File: config.mk
export PLATFORM = sky130hd
export DESIGN_NAME = int_rf_wb_arbiter_flat
export DESIGN_NICKNAME = d
export VERILOG_FILES = /design/src/rtl/int_rf_pkg.sv /design/src/rtl/int_rf_wb_arbiter_if.sv /design/src/rtl/rr_arbiter.sv /design/src/rtl/int_rf_wb_arbiter.sv /design/src/flat_wrapper.sv
export SDC_FILE = /design/constraint.sdc
export NUM_CORES = 1
export LEC_CHECK = 0
export ABC_AREA = 1
export BUFFER_PORTS_ARGS = -buffer_cell sky130_fd_sc_hd__buf_2
export CELL_PAD_IN_SITES_DETAIL_PLACEMENT = 1
export CELL_PAD_IN_SITES_GLOBAL_PLACEMENT = 1
export CORE_ASPECT_RATIO = 2
export CORE_UTILIZATION = 26
export DETAILED_ROUTE_END_ITERATION = 7
export PLACE_DENSITY_LB_ADDON = 0.15
export SYNTH_ARGS = -nofsm -noshare
export SYNTH_HDL_FRONTEND = slang
export SYNTH_SLANG_ARGS = --single-unit
export TNS_END_PERCENT = 5
File: constraint.sdc
create_clock -name clk -period 4.9 [get_ports clk]
set_input_delay 0.98 -clock clk [delete_from_list [all_inputs] [get_ports clk]]
set_output_delay 0.98 -clock clk [all_outputs]
set_load 0.03 [all_outputs]
File: src/rtl/int_rf_pkg.sv
// Shared widths and writeback request record for the
// integer register-file writeback arbiter.
package int_rf_pkg;

  localparam int XLEN         = 32;
  localparam int AW           = 5;
  localparam int NUM_INT_REGS = 32;

  typedef struct packed {
    logic [AW-1:0]   addr;
    logic [XLEN-1:0] data;
  } wb_req_t;

endpackage

File: src/rtl/int_rf_wb_arbiter_if.sv
// Writeback request bus, register-file write port
// and forwarding taps of the writeback arbiter.
interface int_rf_wb_arbiter_if #(
  parameter int NUM_REQ = 3,
  parameter int XLEN    = 32,
  parameter int AW      = 5
);

  logic [NUM_REQ-1:0]      req_valid;
  logic [NUM_REQ*AW-1:0]   req_addr;
  logic [NUM_REQ*XLEN-1:0] req_data;
  logic [NUM_REQ-1:0]      req_ready;

  logic                    rf_wr_en;
  logic [AW-1:0]           rf_wr_addr;
  logic [XLEN-1:0]         rf_wr_data;

  logic [AW-1:0]           rd_addr1;
  logic [AW-1:0]           rd_addr2;
  logic                    fwd_hit1;
  logic                    fwd_hit2;
  logic [XLEN-1:0]         fwd_data;

  modport master (
    output req_valid,
    output req_addr,
    output req_data,
    input  req_ready,
    input  rf_wr_en,
    input  rf_wr_addr,
    input  rf_wr_data,
    output rd_addr1,
    output rd_addr2,
    input  fwd_hit1,
    input  fwd_hit2,
    input  fwd_data
  );

  modport slave (
    input  req_valid,
    input  req_addr,
    input  req_data,
    output req_ready,
    output rf_wr_en,
    output rf_wr_addr,
    output rf_wr_data,
    input  rd_addr1,
    input  rd_addr2,
    output fwd_hit1,
    output fwd_hit2,
    output fwd_data
  );

endinterface

File: src/rtl/rr_arbiter.sv
// Round-robin arbiter: one-hot grant starting the
// scan at the pointer, pointer moves past the winner.
module rr_arbiter #(
  parameter int N = 3
) (
  input  logic         clk,
  input  logic         rst,
  input  logic [N-1:0] req_i,
  input  logic         adv_i,
  output logic [N-1:0] gnt_o
);

  localparam int PW = (N > 1) ? $clog2(N) : 1;

  logic [PW-1:0] ptr_q;
  logic [PW-1:0] ptr_d;
  logic [PW-1:0] off;
  logic [PW-1:0] gidx;
  logic [PW:0]   sum;
  logic [N-1:0]  rot;
  logic          found;

  // Rotate so the pointer slot sits at bit 0, then
  // take the lowest set bit as the offset.
  always_comb begin
    rot   = N'({req_i, req_i} >> ptr_q);
    found = 1'b0;
    off   = '0;
    for (int k = N - 1; k >= 0; k--) begin
      if (rot[k]) begin
        found = 1'b1;
        off   = PW'(k);
      end
    end
    sum = {1'b0, ptr_q} + {1'b0, off};
    if (sum >= (PW+1)'(N)) begin
      sum = sum - (PW+1)'(N);
    end
    gidx  = sum[PW-1:0];
    gnt_o = '0;
    if (found && !rst) begin
      gnt_o[gidx] = 1'b1;
    end
    ptr_d = ptr_q;
    if (adv_i && found) begin
      if (gidx == PW'(N - 1)) begin
        ptr_d = '0;
      end else begin
        ptr_d = gidx + PW'(1);
      end
    end
  end

  always_ff @(posedge clk or posedge rst) begin
    if (rst) begin
      ptr_q <= '0;
    end else begin
      ptr_q <= ptr_d;
    end
  end

endmodule

File: src/rtl/int_rf_wb_arbiter.sv
// Shares the integer register-file write port among
// writeback sources; stages one write per cycle.
module int_rf_wb_arbiter #(
  parameter int NUM_REQ = 3,
  parameter int XLEN    = int_rf_pkg::XLEN,
  parameter int AW      = int_rf_pkg::AW
) (
  input  logic                clk,
  input  logic                rst,
  int_rf_wb_arbiter_if.slave  bus
);

  import int_rf_pkg::*;

  logic [NUM_REQ-1:0] gnt;
  logic               xfer;
  logic [AW-1:0]      sel_addr;
  logic [XLEN-1:0]    sel_data;

  logic               wr_en_q;
  logic               wr_en_d;
  logic [AW-1:0]      wr_addr_q;
  logic [AW-1:0]      wr_addr_d;
  logic [XLEN-1:0]    wr_data_q;
  logic [XLEN-1:0]    wr_data_d;

  rr_arbiter #(
    .N (NUM_REQ)
  ) u_rr (
    .clk   (clk),
    .rst   (rst),
    .req_i (bus.req_valid),
    .adv_i (xfer),
    .gnt_o (gnt)
  );

  assign xfer          = |gnt;
  assign bus.req_ready = gnt;

  always_comb begin
    sel_addr = '0;
    sel_data = '0;
    for (int i = 0; i < NUM_REQ; i++) begin
      if (gnt[i]) begin
        sel_addr = bus.req_addr[i*AW +: AW];
        sel_data = bus.req_data[i*XLEN +: XLEN];
      end
    end
  end

  // x0 writes are consumed but never reach the file.
  always_comb begin
    wr_en_d   = xfer && (sel_addr != '0);
    wr_addr_d = wr_addr_q;
    wr_data_d = wr_data_q;
    if (xfer) begin
      wr_addr_d = sel_addr;
      wr_data_d = sel_data;
    end
  end

  always_ff @(posedge clk or posedge rst) begin
    if (rst) begin
      wr_en_q   <= 1'b0;
      wr_addr_q <= '0;
      wr_data_q <= '0;
    end else begin
      wr_en_q   <= wr_en_d;
      wr_addr_q <= wr_addr_d;
      wr_data_q <= wr_data_d;
    end
  end

  assign bus.rf_wr_en   = wr_en_q;
  assign bus.rf_wr_addr = wr_addr_q;
  assign bus.rf_wr_data = wr_data_q;

  assign bus.fwd_hit1 = wr_en_q &&
                        (bus.rd_addr1 == wr_addr_q);
  assign bus.fwd_hit2 = wr_en_q &&
                        (bus.rd_addr2 == wr_addr_q);
  assign bus.fwd_data = wr_data_q;

endmodule

File: src/flat_wrapper.sv
// flat-port wrapper written by rule: the top's interface ports become plain ports
module int_rf_wb_arbiter_flat import int_rf_pkg::*;
#(
  parameter int NUM_REQ = 3,
  parameter int XLEN    = int_rf_pkg::XLEN,
  parameter int AW      = int_rf_pkg::AW
)
  (clk, rst, bus_req_valid, bus_req_addr, bus_req_data, bus_req_ready, bus_rf_wr_en, bus_rf_wr_addr, bus_rf_wr_data, bus_rd_addr1, bus_rd_addr2, bus_fwd_hit1, bus_fwd_hit2, bus_fwd_data);
  int_rf_wb_arbiter_if #(.NUM_REQ(NUM_REQ), .XLEN(XLEN), .AW(AW)) bus_i ();
  input  logic clk;
  input  logic rst;
  input wire logic [$bits(bus_i.req_valid)-1:0] bus_req_valid;
  input wire logic [$bits(bus_i.req_addr)-1:0] bus_req_addr;
  input wire logic [$bits(bus_i.req_data)-1:0] bus_req_data;
  output wire logic [$bits(bus_i.req_ready)-1:0] bus_req_ready;
  output wire logic [$bits(bus_i.rf_wr_en)-1:0] bus_rf_wr_en;
  output wire logic [$bits(bus_i.rf_wr_addr)-1:0] bus_rf_wr_addr;
  output wire logic [$bits(bus_i.rf_wr_data)-1:0] bus_rf_wr_data;
  input wire logic [$bits(bus_i.rd_addr1)-1:0] bus_rd_addr1;
  input wire logic [$bits(bus_i.rd_addr2)-1:0] bus_rd_addr2;
  output wire logic [$bits(bus_i.fwd_hit1)-1:0] bus_fwd_hit1;
  output wire logic [$bits(bus_i.fwd_hit2)-1:0] bus_fwd_hit2;
  output wire logic [$bits(bus_i.fwd_data)-1:0] bus_fwd_data;
  assign bus_i.req_valid = bus_req_valid;
  assign bus_i.req_addr = bus_req_addr;
  assign bus_i.req_data = bus_req_data;
  assign bus_req_ready = bus_i.req_ready;
  assign bus_rf_wr_en = bus_i.rf_wr_en;
  assign bus_rf_wr_addr = bus_i.rf_wr_addr;
  assign bus_rf_wr_data = bus_i.rf_wr_data;
  assign bus_i.rd_addr1 = bus_rd_addr1;
  assign bus_i.rd_addr2 = bus_rd_addr2;
  assign bus_fwd_hit1 = bus_i.fwd_hit1;
  assign bus_fwd_hit2 = bus_i.fwd_hit2;
  assign bus_fwd_data = bus_i.fwd_data;
  int_rf_wb_arbiter #(.NUM_REQ(NUM_REQ), .XLEN(XLEN), .AW(AW)) u_core (.clk(clk), .rst(rst), .bus(bus_i));
endmodule
=== Word-level counts from Yosys, hierarchy flattened ===
Cells that the tools add are included.

* Memories: 0
* Memory bits (writable): 0
* Flip-flop bits (word level): 40
* Output and inout port bits: 75
* ROM bits: 0
* Bits in latches: 0
* Bits of input ports: 126

* Shifts and indexed selects: 1
* Magnitude comparators: 3
* Add/subtract/negate cells: 3
* Reductions and logical operators: 9
* Multiplexer cells: 17
* Equal/unequal tests: 3
* Divide/modulo/power cells: 0
* $mul: 0
* Bitwise operators: 0

{| class="wikitable"
|+ Operator list
! operator !! count
|-
| two-way mux 32 bit || 3
|-
| two-way mux 5 bit || 3
|-
| == test 5 bit || 2
|-
| two-way mux 2 bit || 5
|-
| logical AND 1 bit || 6
|-
| >> shifter 6 x 2 -> 3 bit || 1
|-
| nonzero test 5 bit || 1
|-
| two-way mux 1 bit || 4
|-
| adder 2 x 2 -> 3 bit || 1
|-
| >= comparator 3 x 2 -> 1 bit, second input constant || 1
|-
| less-than comparator 2 x 3 -> 1 bit, second input constant || 1
|-
| two-way mux 3 bit || 1
|-
| OR reduction 3 bit || 1
|-
| adder 2 x 1 -> 2 bit, second input constant || 1
|-
| demux 1 bit (select 2 bit) || 1
|-
| == test 2 bit, second input constant || 1
|-
| >= comparator 2 x 1 -> 1 bit, second input constant || 1
|-
| subtractor 2 bit, second input constant || 1
|-
| logical NOT 1 bit || 1
|}

=== Depth between registers and ports, before layout ===
Gate-level depths: netlist (run 1).

* Depth in word-level cells: 17
* Depth in mapped cells: 22
* Gate-level depth less buffers: 21

=== Hierarchy ===
From an unflattened synthesis (run 1), not the netlist that was laid out.

* Cell total of the unflattened synthesis: 408
* Area total of the unflattened synthesis: 2,932.8 um^2

{| class="wikitable"
|+ By module, submodules not included
! module !! cells an instance !! times used !! area an instance (um^2) !! sequential area each (um^2)
|-
| int_rf_wb_arbiter || 349 || 1 || 2,588.7 || 950.9
|-
| rr_arbiter || 59 || 1 || 344.1 || 50.0
|}

=== Worst setup path after synthesis (run 1) ===
No wires, ideal clock.

* Path type: input to output
* Start: in bus_req_valid[0]
* End: out bus_req_ready[2]
* Stages: 18
* Slack: 698 ps
* Arrival: 3,222 ps
* Path through: inv_1 nand2_1 a21oi_1 a21oi_1 a211oi_1 ha_1 inv_1 fa_1 inv_1 ha_1 inv_1 nand3_1 nand2_1 nand2_2 nor2_4 nand2_4 inv_2 buf_4

* Cells in the longest elaborated chain, start to end: 12

{| class="wikitable"
|+ Ends and longest elaborated chain
! item !! line !! text
|-
| from (decl) || flat_wrapper.sv:12 || <nowiki>input wire logic [$bits(bus_i.req_valid)-1:0] bus_req_valid;</nowiki>
|-
| >> shifter 6 x 2 -> 3 bit (*) || rr_arbiter.sv:26 || <nowiki>rot = N'({req_i, req_i} >> ptr_q);</nowiki>
|-
| two-way mux 2 bit (3 in a row) || rr_arbiter.sv:30 || <nowiki>if (rot[k]) begin</nowiki>
|-
| adder 2 x 2 -> 3 bit || rr_arbiter.sv:35 || <nowiki>sum = {1'b0, ptr_q} + {1'b0, off};</nowiki>
|-
| >= comparator 3 x 2 -> 1 bit or subtractor 2 bit (tied branches) || rr_arbiter.sv:36, rr_arbiter.sv:37 ||
|-
| two-way mux 2 bit || rr_arbiter.sv:36 || <nowiki>if (sum >= (PW+1)'(N)) begin</nowiki>
|-
| less-than comparator 2 x 3 -> 1 bit (not written as such) or >= comparator 2 x 1 -> 1 bit (tied branches) || rr_arbiter.sv:42 || <nowiki>gnt_o[gidx] = 1'b1;</nowiki>
|-
| logical AND 1 bit (not written as such) || rr_arbiter.sv:42 ||
|-
| two-way mux 1 bit (not written as such) || rr_arbiter.sv:42 ||
|-
| demux 1 bit (select 2 bit) || rr_arbiter.sv:42 ||
|-
| two-way mux 3 bit (*) || rr_arbiter.sv:41 || <nowiki>if (found && !rst) begin</nowiki>
|-
| to (decl) || flat_wrapper.sv:15 || <nowiki>output wire logic [$bits(bus_i.req_ready)-1:0] bus_req_ready;</nowiki>
|}

Mark *: on every way between the ends. The rest lies on a longest branch, timed or not.

=== Final worst setup path (run 1) ===
Ends and elaborated chain as after synthesis.

==> results of run 1 <==
==> synth_stat cells, types with 3 or more instances <==
cell type / number
buf_2: 4
inv_1: 18
nand2_2: 13
nor2_1: 6
nand3_1: 11
o22ai_1: 3
a21oi_1: 4
nand2_1: 150
nand4_1: 34
buf_4: 39
dfrtp_1: 40
xor2_1: 4
==> cell type report <==
class	count	area, µm²	area share, %
Antenna cell	2	5.00	0.137
Clock buffer	8	146	4.02
Inverter	22	87.6	2.40
Multi-Input combinational cell	246	1210	33.1
Sequential cell	40	1000	27.5
Tap cell	132	165	4.53
Timing Repair Buffer	204	1030	28.3
==> cell families after synthesis <==
group	Yosys count	synth area share (%)
AOI/OAI and AO/OA	17	4.09
xor gates and xnor gates	4	1.33
adders and majority gates	3	1.71
buffers and inverters	68	16.7
DFF	40	38.1
and+or+nand+nor	222	38.2
==> layer usage <==
layer	vias to the layer above	GRT usage (%)	part of all wire (%)
met3	13	2.93	4.6
met2	105	42.5	61
met5	-	0	0
met4	0	7.53	2.5
met1	1440	18.3	32
li1	1444	-	-
==> worst min-delay path by stage <==
stage,depth (start not counted),endpoint,slack [ps],startpoint
2_1_floorplan,2,u_core.u_rr.ptr_q[1]$_DFFE_PP0P_,570,u_core.u_rr.ptr_q[1]$_DFFE_PP0P_
3_3_place_gp,2,u_core.bus.fwd_data[31]$_DFFE_PP0P_,480,u_core.bus.fwd_data[31]$_DFFE_PP0P_
3_5_place_dp,2,u_core.bus.fwd_data[12]$_DFFE_PP0P_,500,u_core.bus.fwd_data[12]$_DFFE_PP0P_
4_1_cts,2,u_core.bus.fwd_data[12]$_DFFE_PP0P_,510,u_core.bus.fwd_data[12]$_DFFE_PP0P_
5_1_grt,2,u_core.bus.fwd_data[11]$_DFFE_PP0P_,540,u_core.bus.fwd_data[11]$_DFFE_PP0P_
6_report,2,u_core.bus.fwd_data[13]$_DFFE_PP0P_,500,u_core.bus.fwd_data[13]$_DFFE_PP0P_
==> cells in the final DEF, fill, tap and decap left out, types with 4 or more instances in the layout <==
cell type,netlist,layout
buf_2,4,200
nand2_1,150,150
dfrtp_1,40,40
nand4_1,34,34
inv_1,18,17
nand2_2,13,13
nand3_1,11,11
clkbuf_16,0,5
nor2_1,6,4
a21oi_1,4,4
xor2_1,4,4
buf_4,39,4
==> stage by stage <==
stage | cells | util (%)
after detailed placement | 644 | 35.8
after global routing | 654 | 37.3
final | 654 | 37.3
after floorplan | 354 | -
after CTS | 652 | 37.3
after global placement | 644 | 35.8
==> worst max-delay path, delay by kind of cell <==
| family | cells | cell delay (ps) |
|---|---|---|
| AND/OR/NAND/NOR | 6 | 640 |
| AO/OA/AOI/OAI | 3 | 490 |
| buffers and inverters | 7 | 630 |
| adder cells (fa/ha/maj) | 3 | 910 |
==> sequential cells by signal, summed over array words and instances (netlist names) <==
| name | cells |
|---|---|
| u_core.u_rr.ptr_q | 2 |
| u_core.bus.rf_wr_addr | 5 |
| u_core.bus.fwd_data | 32 |
| u_core.bus.rf_wr_en | 1 |
==> reports/qor.txt, run 1 <==
Outcome = finished, final reports clean
First-pass GRT wire length = 15900 µm
R2R depth = 19
EDFF count, synth = 0
CTS Buf Count = 5
Most numerous cell on the critical path = inv_1
Clock transition at the registers of the reported paths = 50 ps
FMAX = 216 MHz
Crit-path cells = buf_2 > inv_1 > nand2_1 > a21oi_1 > a21oi_1 > a211oi_1 > ha_1 > inv_1 > fa_1 > inv_1 > ha_1 > inv_1 > nand3_1 > nand2_1 > nand2_2 > nor2_4 > nand2_4 > inv_2 > buf_2
Placed inst area = 3490 µm²
Fraction of synthesis flops using an asynchronous set or reset pin = 100%
Top cell type's share of synthesized area = 38.1%
R2R setup slack = 1310 ps
Die area = 10500 µm²
Gr usage total = 20.3%
Number of fill cells = 1301
Drt wl/cell = 16.2 µm
Sinks on Clock Net = 40
Row count = 51
Place WS = 253 ps
Area leader, netlist = dfrtp_1
Fin nets = 648
RSZ-0062 raised after global routing = no
Pre-antenna DRT Iters = 4
Worst Setup EP = bus_req_ready[2]
Yosys warns = 0
Fraction of layout cells with a size suffix above 1 = 45.4%
Post-synth top flop = dfrtp_1
Worst-Skew Late Latency = 280 ps
Worst setup EP type = output pin
Synth Instances = 354
Clk buf depth = 2
CP Data Arrival Time = 3660 ps
Reg2reg start = u_core.u_rr.ptr_q[0]$_DFFE_PP0P_
Yosys cell types = 30
Final Critical Period = 4640 ps
Post-DRT Antenna Nets = 0
Final hold violation count = 0
WP data required = 3920 ps
Final instance area = 3640 µm²
Via/cell ratio = 4.59
Worst path slowest cell = fa_1
Largest net degree at the start of global routing = 41
Post-CTS setup buffer count = 0
Synth Net Count = 483
Crit path kind = in2out
Die H = 144 µm
IO Count = 201
CTS tree = done
R2R Path End = u_core.bus.rf_wr_addr[1]$_DFFE_PP0P_
Mapped cell area = 2630 µm²
Setup violators final = 0
Crit-path max FO = 5
Chip width = 73.1 µm
Routability cong. = 0.874
Final worst-path cycle share = 94.6%
Hold buffer count at cts = 0
Post-CTS Resized = 0
Total Wirelength = 10600 µm
Max-slew headroom = 62.1%
Detailed Place HPWL = 8220 µm
CP startpoint = bus_req_valid[0]
Syn avg cell area = 7.43 µm²
Vias in the first global route = 3251
Setup WS post-layout = 263 ps
Input/output buffers = 200
Overflow after GRT = 0
Register area share after synthesis = 38.1%
Core area = 9760 µm²
Slew Viols, Final = 0
#FFs+latches synth = 40
Initial Util = 26.9%
Hold Path Class = reg2reg
Max Cap Violations = 0
Hold WS = 501 ps
Worst Max-Slew Pin Slew = 568 ps
Layout area overhead = 38.5%
DRC = 0
Vias = 3002
Total negative slack = 0 ps
Initial antenna violation count = 1
Crit start category = input pin
Clock Root Buffer = clkbuf_16
Synth area leaders = dfrtp_1 38%, nand2_1 21%, buf_4 11%
Slowest stage delay, CP = 520 ps
Worst clock skew = 4.07 ps
Initial DRC Count = 82
Htree depth = 2
Power of run 1 is not shown: default switching activity piles up to over one toggle a cycle in this logic, so the estimate is an artifact.
==> inputs of run 2 (changes only) <==
- REMOVE_ABC_BUFFERS: unset -> 1
==> run 2 against run 1 <==
Die area unchanged; core utilization rose by 0.20 points; cell count is 0.15% higher; via count is 0.57% lower; cell area increased by 0.55%; global-route usage shrank 1.9 points.
==> reports/qor.txt, run 2 (same netlist as run 1, synthesis figures left out) <==
Htree depth = 2 (unchanged)
Total negative slack = 0 ps (unchanged)
Largest net degree at the start of global routing = 41 (unchanged)
Routability cong. = 0.765 (was 0.874)
Die H = 144 µm (unchanged)
Clock transition at the registers of the reported paths = 60 ps (was 50 ps)
Clock Root Buffer = clkbuf_16 (unchanged)
RSZ-0062 raised after global routing = no (unchanged)
Worst clock skew = 2.60 ps (was 4.07 ps)
First-pass GRT wire length = 14600 µm (was 15900 µm)
Vias in the first global route = 3012 (was 3251)
Worst path slowest cell = fa_1 (unchanged)
Via/cell ratio = 4.56 (was 4.59)
Most numerous cell on the critical path = inv_1 (unchanged)
Max-slew headroom = 62.8% (was 62.1%)
Critical path buffer and inverter count = 7 (unchanged)
DRC = 0 (unchanged)
Commonest non-fill, non-tap cell in the layout = buf_2 (unchanged)
Flip-flop count of the largest register after layout = 32 (unchanged)
Overflow after GRT = 0 (unchanged)
Detailed Place HPWL = 7560 µm (was 8220 µm)
Setup violators final = 0 (unchanged)
Vias = 2985 (was 3002)
Gate family responsible for the most delay along the worst path = adder cells (unchanged)
Input/output buffers = 200 (unchanged)
CP Data Arrival Time = 3610 ps (was 3660 ps)
Chip width = 73.1 µm (unchanged)
Drt wl/cell = 14.9 µm (was 16.2 µm)
Gr usage total = 18.4% (was 20.3%)
Post-DRT Antenna Nets = 0 (unchanged)
Hold buffer count at cts = 0 (unchanged)
Slew Viols, Final = 0 (unchanged)
Initial Util = 26.9% (unchanged)
R2R setup slack = 1250 ps (was 1310 ps)
Worst setup EP type = output pin (unchanged)
Crit-path max FO = 5 (unchanged)
Pre-antenna DRT Iters = 4 (unchanged)
Clk buf depth = 2 (unchanged)
Final instance area = 3660 µm² (was 3640 µm²)
Total Wirelength = 9760 µm (was 10600 µm)
Die area = 10500 µm² (unchanged)
Slowest stage delay, CP = 530 ps (was 520 ps)
Outcome = finished, final reports clean (unchanged)
CTS tree = done (unchanged)
WP data required = 3920 ps (about the same)
Final hold violation count = 0 (unchanged)
Final Critical Period = 4590 ps (was 4640 ps)
Worst-Skew Late Latency = 280 ps (about the same)
Initial antenna violation count = 1 (unchanged)
Crit-path cells = buf_2 > inv_1 > nand2_1 > a21oi_1 > a21oi_1 > a211oi_2 > ha_1 > inv_1 > fa_1 > inv_1 > ha_1 > inv_1 > nand3_1 > nand2_1 > nand2_2 > nor2_4 > nand2_4 > inv_2 > buf_2 (was buf_2 > inv_1 > nand2_1 > a21oi_1 > a21oi_1 > a211oi_1 > ha_1 > inv_1 > fa_1 > inv_1 > ha_1 > inv_1 > nand3_1 > nand2_1 > nand2_2 > nor2_4 > nand2_4 > inv_2 > buf_2)
Fraction of layout cells with a size suffix above 1 = 45.8% (was 45.4%)
Initial DRC Count = 77 (was 82)
Row count = 51 (unchanged)
Sinks on Clock Net = 40 (unchanged)
Placed inst area = 3490 µm² (unchanged)
Core area = 9760 µm² (unchanged)
Layout area overhead = 39.2% (was 38.5%)
Worst Max-Slew Pin Slew = 558 ps (was 568 ps)
Max Cap Violations = 0 (unchanged)
Hold Path Class = reg2reg (unchanged)
Crit start category = input pin (unchanged)
CTS Buf Count = 5 (unchanged)
Fin nets = 650 (was 648)
IO Count = 201 (unchanged)
Crit path kind = in2out (unchanged)
Final worst-path cycle share = 93.7% (was 94.6%)
FMAX = 218 MHz (was 216 MHz)
Commonest cells after routing, fill and taps aside = 199 x buf_2, 150 x nand2_1, 40 x dfrtp_1, 34 x nand4_1, 17 x inv_1 (was 200 x buf_2, 150 x nand2_1, 40 x dfrtp_1, 34 x nand4_1, 17 x inv_1)
==> run 2: changes by cell type in the layout (fill, tap and decap cells not counted), sizes merged <==
cell / change
buf: +1
clkbuf: +1
diode: -1
==> run 2: what timing repair did <==
| item | CTS | global route |
|---|---|---|
| setup buffers | 0 | 2 |
| resized for setup | 0 | 2 |
| hold endpoints to repair | 0 | 0 |
| setup endpoints to repair | 0 | 2 |
==> run 2: per-stage QoR <==
step	hold WS, ps	setup WS, ps	cells	util (%)
final	507	311	655	37.5
after global routing	536	31.7	655	37.5
after CTS	516	230	652	37.3
after detailed placement	497	256	644	35.8
after global placement	485	420	644	35.8
after floorplan	571	-331	308	-
==> run 2: worst paths after layout <==
path	cells after the start	start	endpoint
max	19	bus_req_valid[0]	bus_req_ready[2]
min	2	u_core.bus.fwd_data[13]$_DFFE_PP0P_	u_core.bus.fwd_data[13]$_DFFE_PP0P_
max reg2reg	20	u_core.u_rr.ptr_q[0]$_DFFE_PP0P_	u_core.bus.rf_wr_en$_DFF_PP0_
min reg2reg	2	u_core.bus.fwd_data[13]$_DFFE_PP0P_	u_core.bus.fwd_data[13]$_DFFE_PP0P_
max in group asynchronous	3	rst	u_core.bus.fwd_data[7]$_DFFE_PP0P_
min in group asynchronous	3	rst	u_core.bus.fwd_data[28]$_DFFE_PP0P_
==> run 2: layer usage <==
layer	share of wire [%]	vias to the layer above	global-route usage, %
met5	0	-	0
li1	-	1443	-
met3	5.0	12	3.55
met2	58	104	35.5
met1	35	1426	18.5
met4	2.2	0	7.22
==> run 2: worst reg2reg max path, stage by stage (launching register included) <==
cell and delay, ps:
dfrtp_1 440, inv_2 120, nand2_1 80, a21oi_1 190, a21oi_1 100, a211oi_2 170, ha_1 180, inv_1 50
fa_1 530, inv_1 70, ha_1 200, inv_1 110, nand3_1 130, nand2_2 160, nand2_1 100, nor2_4 180
buf_4 400, nand2_1 110, nand3_1 140, nor2_1 60, nand3_1 80
==> run 2: cell type report <==
class / count / area [µm²]
Fill cell: 1324 / 6100
Multi-Input combinational cell: 246 / 1210
Timing Repair Buffer: 206 / 1050
Sequential cell: 40 / 1000
Clock buffer: 8 / 146
Antenna cell: 1 / 2.50
Inverter: 22 / 87.6
Tap cell: 132 / 165
Power of run 2 is left out for the same reason.
